**config.mk**
```make
export PLATFORM = sky130hd
export DESIGN_NAME = mem_access_unit_flat
export DESIGN_NICKNAME = d
export VERILOG_FILES = /design/src/rtl/mem_access_unit_pkg.sv /design/src/rtl/mem_access_unit_if.sv /design/src/rtl/mem_access_unit_mem_wb_stage.sv /design/src/rtl/mem_access_unit.sv /design/src/flat_wrapper.sv
export SDC_FILE = /design/constraint.sdc
export NUM_CORES = 1
export LEC_CHECK = 0
export CORE_ASPECT_RATIO = 0.5
export CORE_MARGIN = 5
export CORE_UTILIZATION = 47
export DETAILED_ROUTE_END_ITERATION = 6
export PLACE_DENSITY = 0.85
export SYNTH_ARGS = -nofsm -noshare
export SYNTH_HDL_FRONTEND = slang
export SYNTH_SLANG_ARGS = --single-unit
```
**constraint.sdc**
```tcl
create_clock -name clk -period 4.3 [get_ports clk]
set_input_delay 0.43 -clock clk [delete_from_list [all_inputs] [get_ports clk]]
set_output_delay 0.43 -clock clk [all_outputs]
set_load 0.01 [all_outputs]
```
**src/rtl/mem_access_unit_pkg.sv**
```systemverilog
`default_nettype none
// ============================================================================
// Module   : mem_access_unit_pkg
// Purpose  : Shared widths and FSM state encoding for the MEM-stage unit.
// Revision : 1.0 - initial release
// ============================================================================
package mem_access_unit_pkg;

  localparam int DSIZE_DEF  = 16;
  localparam int ASIZE_DEF  = 5;
  localparam int MASIZE_DEF = 8;

  // 2'd3 is unused; the FSM treats it as illegal and returns to IDLE.
  typedef enum logic [1:0] {
    ST_IDLE = 2'd0,
    ST_WAIT = 2'd1,
    ST_DONE = 2'd2
  } state_e;

endpackage
`default_nettype wire

```
**src/rtl/mem_access_unit_if.sv**
```systemverilog
`default_nettype none
// ============================================================================
// Module   : mem_access_unit_if
// Purpose  : Data-memory req/ack bus between the MEM stage and the memory.
// Revision : 1.0 - initial release
// ============================================================================
interface mem_access_unit_if
  import mem_access_unit_pkg::*;
#(
  parameter int DSIZE  = DSIZE_DEF,
  parameter int MASIZE = MASIZE_DEF
);
  logic              mem_req;
  logic              mem_we;
  logic [MASIZE-1:0] mem_addr;
  logic [DSIZE-1:0]  mem_wdata;
  logic              mem_ack;
  logic [DSIZE-1:0]  mem_rdata;

  modport master (
    output mem_req, mem_we, mem_addr, mem_wdata,
    input  mem_ack, mem_rdata
  );

  modport slave (
    input  mem_req, mem_we, mem_addr, mem_wdata,
    output mem_ack, mem_rdata
  );
endinterface
`default_nettype wire

```
**src/rtl/mem_access_unit_mem_wb_stage.sv**
```systemverilog
`default_nettype none
// ============================================================================
// Module   : mem_wb_stage
// Purpose  : MEM/WB pipeline register; a bubble suppresses the write enable.
// Revision : 1.0 - initial release
// ============================================================================
module mem_wb_stage
  import mem_access_unit_pkg::*;
#(
  parameter int DSIZE = DSIZE_DEF,
  parameter int ASIZE = ASIZE_DEF
) (
  input  wire logic             clk,
  input  wire logic             rst,
  input  wire logic             bubble_i,
  input  wire logic [DSIZE-1:0] wb_data_i,
  input  wire logic [ASIZE-1:0] waddr_i,
  input  wire logic             wen_i,
  output logic      [DSIZE-1:0] wb_data_o,
  output logic      [ASIZE-1:0] waddr_o,
  output logic                  wen_o
);

  // Capture write-back fields every cycle; a bubble only kills the enable.
  always_ff @(posedge clk or negedge rst) begin
    if (!rst) begin
      wb_data_o <= '0;
      waddr_o   <= '0;
      wen_o     <= 1'b0;
    end else begin
      wb_data_o <= wb_data_i;
      waddr_o   <= waddr_i;
      wen_o     <= wen_i & ~bubble_i;
    end
  end

endmodule
`default_nettype wire

```
**src/rtl/mem_access_unit.sv**
```systemverilog
`default_nettype none
// ============================================================================
// Module   : mem_access_unit
// Purpose  : MEM stage: load/store over req/ack, pipeline stall generation,
//            MEM/WB register and a saturating stall-cycle counter.
// Revision : 1.0 - initial release
// ============================================================================
module mem_access_unit
  import mem_access_unit_pkg::*;
#(
  parameter int DSIZE  = DSIZE_DEF,
  parameter int ASIZE  = ASIZE_DEF,
  parameter int MASIZE = MASIZE_DEF
) (
  input  wire logic              clk,
  input  wire logic              rst,
  input  wire logic [DSIZE-1:0]  result_in,
  input  wire logic [DSIZE-1:0]  rdata2_in,
  input  wire logic [ASIZE-1:0]  waddr_in,
  input  wire logic              wen_in,
  input  wire logic              memwrite_in,
  input  wire logic              memread_in,
  input  wire logic              memtoreg_in,
  mem_access_unit_if.master      mem_bus,
  output logic                   stall,
  output logic      [DSIZE-1:0]  wb_data_out,
  output logic      [ASIZE-1:0]  waddr_out,
  output logic                   wen_out,
  output logic      [15:0]       stall_cnt
);

  localparam logic [15:0] C_CNT_MAX = 16'hFFFF;

  state_e              state_q;
  logic                mem_req_q;
  logic                mem_we_q;
  logic [MASIZE-1:0]   mem_addr_q;
  logic [DSIZE-1:0]    mem_wdata_q;
  logic [DSIZE-1:0]    load_q;
  logic [15:0]         stall_cnt_q;
  logic                w_mem_op;
  logic [DSIZE-1:0]    w_wb_data_d;

  assign w_mem_op = memread_in | memwrite_in;

  // Freeze upstream while a new op is being launched or an access is pending.
  // Gated by reset so the pipeline is never frozen while held in reset.
  assign stall = rst & (((state_q == ST_IDLE) & w_mem_op) | (state_q == ST_WAIT));

  // In DONE the completed instruction is still on the inputs, so select its
  // load data; everywhere else the ALU result passes straight through.
  assign w_wb_data_d = ((state_q == ST_DONE) && memtoreg_in) ? load_q : result_in;

  // Access FSM with registered memory-bus outputs.
  always_ff @(posedge clk or negedge rst) begin
    if (!rst) begin
      state_q     <= ST_IDLE;
      mem_req_q   <= 1'b0;
      mem_we_q    <= 1'b0;
      mem_addr_q  <= '0;
      mem_wdata_q <= '0;
      load_q      <= '0;
    end else begin
      case (state_q)
        ST_IDLE: begin
          if (w_mem_op) begin
            mem_req_q   <= 1'b1;
            mem_we_q    <= memwrite_in;
            mem_addr_q  <= result_in[MASIZE-1:0];
            mem_wdata_q <= rdata2_in;
            state_q     <= ST_WAIT;
          end
        end
        ST_WAIT: begin
          if (mem_bus.mem_ack) begin
            // A store (including read+write) never consumes read data.
            if (!mem_we_q) begin
              load_q <= mem_bus.mem_rdata;
            end
            mem_req_q <= 1'b0;
            state_q   <= ST_DONE;
          end
        end
        ST_DONE: begin
          state_q <= ST_IDLE;
        end
        default: begin
          mem_req_q <= 1'b0;
          state_q   <= ST_IDLE;
        end
      endcase
    end
  end

  // Count stalled cycles, sticking at the maximum value.
  always_ff @(posedge clk or negedge rst) begin
    if (!rst) begin
      stall_cnt_q <= '0;
    end else if (stall && (stall_cnt_q != C_CNT_MAX)) begin
      stall_cnt_q <= stall_cnt_q + 16'd1;
    end
  end

  assign mem_bus.mem_req   = mem_req_q;
  assign mem_bus.mem_we    = mem_we_q;
  assign mem_bus.mem_addr  = mem_addr_q;
  assign mem_bus.mem_wdata = mem_wdata_q;
  assign stall_cnt         = stall_cnt_q;

  mem_wb_stage #(
    .DSIZE (DSIZE),
    .ASIZE (ASIZE)
  ) u_mem_wb_stage (
    .clk       (clk),
    .rst       (rst),
    .bubble_i  (stall),
    .wb_data_i (w_wb_data_d),
    .waddr_i   (waddr_in),
    .wen_i     (wen_in),
    .wb_data_o (wb_data_out),
    .waddr_o   (waddr_out),
    .wen_o     (wen_out)
  );

endmodule
`default_nettype wire

```
**src/flat_wrapper.sv**
```systemverilog
// flat-port wrapper written by rule: the top's interface ports become plain ports
module mem_access_unit_flat import mem_access_unit_pkg::*;
#(
  parameter int DSIZE  = DSIZE_DEF,
  parameter int ASIZE  = ASIZE_DEF,
  parameter int MASIZE = MASIZE_DEF
)
  (clk, rst, result_in, rdata2_in, waddr_in, wen_in, memwrite_in, memread_in, memtoreg_in, stall, wb_data_out, waddr_out, wen_out, stall_cnt, mem_bus_mem_req, mem_bus_mem_we, mem_bus_mem_addr, mem_bus_mem_wdata, mem_bus_mem_ack, mem_bus_mem_rdata);
  mem_access_unit_if #(.DSIZE(DSIZE), .MASIZE(MASIZE)) mem_bus_i ();
  input  wire logic clk;
  input  wire logic rst;
  input  wire logic [DSIZE-1:0] result_in;
  input  wire logic [DSIZE-1:0] rdata2_in;
  input  wire logic [ASIZE-1:0] waddr_in;
  input  wire logic wen_in;
  input  wire logic memwrite_in;
  input  wire logic memread_in;
  input  wire logic memtoreg_in;
  output logic stall;
  output logic      [DSIZE-1:0] wb_data_out;
  output logic      [ASIZE-1:0] waddr_out;
  output logic wen_out;
  output logic      [15:0] stall_cnt;
  output wire logic [$bits(mem_bus_i.mem_req)-1:0] mem_bus_mem_req;
  output wire logic [$bits(mem_bus_i.mem_we)-1:0] mem_bus_mem_we;
  output wire logic [$bits(mem_bus_i.mem_addr)-1:0] mem_bus_mem_addr;
  output wire logic [$bits(mem_bus_i.mem_wdata)-1:0] mem_bus_mem_wdata;
  input wire logic [$bits(mem_bus_i.mem_ack)-1:0] mem_bus_mem_ack;
  input wire logic [$bits(mem_bus_i.mem_rdata)-1:0] mem_bus_mem_rdata;
  assign mem_bus_mem_req = mem_bus_i.mem_req;
  assign mem_bus_mem_we = mem_bus_i.mem_we;
  assign mem_bus_mem_addr = mem_bus_i.mem_addr;
  assign mem_bus_mem_wdata = mem_bus_i.mem_wdata;
  assign mem_bus_i.mem_ack = mem_bus_mem_ack;
  assign mem_bus_i.mem_rdata = mem_bus_mem_rdata;
  mem_access_unit #(.DSIZE(DSIZE), .ASIZE(ASIZE), .MASIZE(MASIZE)) u_core (.clk(clk), .rst(rst), .result_in(result_in), .rdata2_in(rdata2_in), .waddr_in(waddr_in), .wen_in(wen_in), .memwrite_in(memwrite_in), .memread_in(memread_in), .memtoreg_in(memtoreg_in), .mem_bus(mem_bus_i), .stall(stall), .wb_data_out(wb_data_out), .waddr_out(waddr_out), .wen_out(wen_out), .stall_cnt(stall_cnt));
endmodule
```
==> summary.txt <==
Floorplanning
  – Full die area: 8708 µm²
  – Initial Utilization: between 40% and 50%
  – Die Span X: roughly 130 µm
  – Top-level I/O count: around 130
  – Site Rows: 21
  – Die extent in y: around 70 µm
  – Core ar.: 6674 µm²

Timing
  – Clock skew: approximately 3.9 ps
  – Fin crit share: 61.43%
  – Min cycle time layout: 2642 ps
  – Slew Limit Fails: 0
  – Max Fclk: 378.6 MHz
  – Setup TNS: 0 ps
  – Slew headroom: ~25%
  – RSZ-0062 raised after global routing: no
  – Hold Fails Final Rpt: 0
  – Worst-Margin Slew: 1119 ps
  – Final setup fails: 0

Clock tree
  – Later-pin clock latency in the skew report: around 330 ps
  – Root buf cell: clkbuf_16
  – CTS Buffer Depth: 2
  – Clk slew on worst S/H paths: 60 ps
  – CTS H-tree depth: 3
  – CTS Sinks: 82
  – Post-cts resize count: 0
  – Post-CTS Setup Bufs: 0
  – CTS buffer count: 9
  – Hold_buf cts: 0
  – CTS tree: done

Worst setup path
  – Crit-path cells: clkdlybuf4s50_1, nor3_1, or2_1, inv_1, clkdlybuf4s50_1
  – Worst setup EP type: primary output
  – CP top delay family: buffers and inverters
  – Startpoint types: primary input
  – Crit path required time: 3870 ps
  – Crit Path Max Fanout: 7
  – Cell mode on critical path: clkdlybuf4s50_1
  – WS Path Type: in2out
  – CP Buf/Inv Count: 3
  – Slowest stage delay, CP: 490 ps
  – Slowest CP cell: clkdlybuf4s50_1
  – WP data arrival: 2210 ps

Logic synthesis
  – Cell taking the most area after synthesis: dfrtp_1
  – Syn Area/Cell: 14.98 µm²
  – Top cells by area, synth: dfrtp_1 64%, mux2_2 20%, xnor2_1 2.2%
  – Most frequently used flop master after synthesis: dfrtp_1
  – FF+latch count, synth: slightly above 80
  – Commonest cells post-synth: 82 x dfrtp_1, 56 x mux2_2, 9 x nand3_1, 8 x xnor2_1, 6 x buf_2
  – Cell Area, Synth: about 3200 µm²
  – Cell variety after synth: 37
  – Top-count cell post-synth: dfrtp_1
  – Post-synth EDFFs: 0
  – Async SR Flop Fraction: 100.0%
  – Sequential fraction of the synthesis area: a little under two thirds
  – Synthesized net count: 276
  – Post-synth top area share: 63.71%
  – YS warnings: 0
  – Cell count after synthesis: 215

Global route
  – Total GRT Usage: 18.97%
  – Initial antenna violation count: 0
  – Global route overflow: 0
  – First-pass GRT wire length: 12300 µm
  – Vias in the first global route: 2301
  – Pin count of the biggest net entering global routing: just over 80

Layout
  – Area grow syn2layout: 49.61%
  – Final core occ: between 70% and 80%
  – Layout cells sized above 1: 22.57%
  – Design area: 4818 µm²
  – Fin cells: about 440
  – Fill cells: approximately 460
  – Diode count: 0
  – Layout Nets: between 400 and 500

Drt
  – Vias: 2218
  – Initial DRT Pass Iterations: 4
  – Total wire length: about 8000 µm
  – DRC: 0
  – DR WL/cell: 18.12 µm
  – Via density: 5.018
  – Post-route ant nets: 0
  – Initial drt markers: 110

Power and ir drop
  – Reg power frac: 41.6%
  – Net Sw Frac: 29.04%
  – Sw Pwr: between 800 and 900 µW
  – Internal power: 2.086 mW
  – Lkg Pwr: ~2 nW
  – Power Density: about 610 nW/µm²
  – Worst VDD drop: 0.2874 mV
  – Combinational share of power: 34.9%
  – Clk network pwr share: 23.5%

Hold path
  – Worst hold path type: in2async

Place
  – Placed instance count: ~430
  – GPL Wtd Cong: slightly above 0.8
  – HPWL after DPL: a little under 6000 µm
  – Area of placed instances: 4552 µm²
  – IO buf count: 124

Job
  – Max Cap Viol: 0

Run status
  – Status: completed
cells in the final DEF, fill, tap and decap left out, types with 4 or more instances in the layout:
master | synthesis | routed
xor2_1 | 5 | 5
nand3_1 | 9 | 9
nand2_1 | 5 | 5
clkbuf_16 | 0 | 9
nand4_1 | 5 | 5
dfrtp_1 | 82 | 82
mux2_2 | 56 | 56
xnor2_1 | 8 | 8
clkbuf_1 | 0 | 4
clkdlybuf4s50_1 | 0 | 123
worst register-to-register path: cells and delay by family, from the launching register on:
kind	cells	cell delay, ps
AOI/OAI and AO/OA	1	900
muxes	1	440
and+or+nand+nor	1	190
DFF	1	420
cells by family after synthesis:
kind of cell / Yosys count / share of synthesized area [%]
flip-flops: 82 / 63.71
multiplexers: 58 / 20.40
AND/OR/NAND/NOR: 44 / 8.858
XOR/XNOR: 13 / 3.535
buffers and inverters: 10 / 1.515
AO/OA/AOI/OAI: 7 / 1.593
adder cells (fa/ha/maj): 1 / 0.3884
power groups by stage:
stage | sequential [mW] | clock, mW | combinational, mW
finish | 1.22 | 0.690 | 1.03
global route | 1.26 | 0.742 | 1.09
CTS | 1.22 | 0.701 | 1.04
detailed placement | 1.23 | 0 | 1.04
global placement | 1.21 | 0 | 1.00
floorplan | 1.28 | 0 | 0.416
path summary, 6_finish.rpt:
check | start | endpoint | slack, ps | cells past startpoint
worst min-delay path | rst | u_core.load_q[3] | 390 | 2
worst min register to register | u_core.load_q[10] | u_core.load_q[10] | 500 | 1
max in group asynchronous | rst | u_core.stall_cnt[15] | 3270 | 2
min in group clk | u_core.load_q[10] | u_core.load_q[10] | 500 | 1
worst max register to register | u_core.state_q[0] | u_core.mem_bus.mem_wdata[1] | 2220 | 3
worst max-delay path | memwrite_in | stall | 1660 | 5
cell type report:
type	instances	area, µm²	share of cell area [%]
clock buffer	14	254.0	5.271
clock inverter	2	12.51	0.2597
inverter	3	11.26	0.2337
multi-input combinational	123	1120	23.24
sequential	82	2052	42.59
tap	92	115.1	2.389
timing repair buffer	126	1254	26.02
metrics by stage:
stage	hold WS, ps	setup WS (ps)	total power, mW
after floorplan	134.4	2478	1.699
after global placement	463.1	1758	2.212
after detailed placement	469.8	1705	2.265
after CTS	426.4	1690	2.969
after global routing	484.8	1588	3.093
final	390.8	1658	2.939
layer usage:
layer	track usage [%]	routed length [µm]	vias to the layer above
met4	7.620	66	0
met1	20.42	3051	1132
met5	0	0	-
met2	36.18	4596	51
met3	5.615	297	9
li1	-	-	1026
flip-flops by register name (all words and copies together) (netlist names):
name / cells
u_core.load_q: 16
u_core.mem_bus.mem_addr: 8
u_core.mem_bus.mem_req: 1
u_core.mem_bus.mem_wdata: 16
u_core.mem_bus.mem_we: 1
u_core.stall_cnt: 16
u_core.state_q: 2
u_core.u_mem_wb_stage.waddr_o: 5
u_core.u_mem_wb_stage.wb_data_o: 16
u_core.u_mem_wb_stage.wen_o: 1
Note: power is estimated with default switching activity, not from simulation.
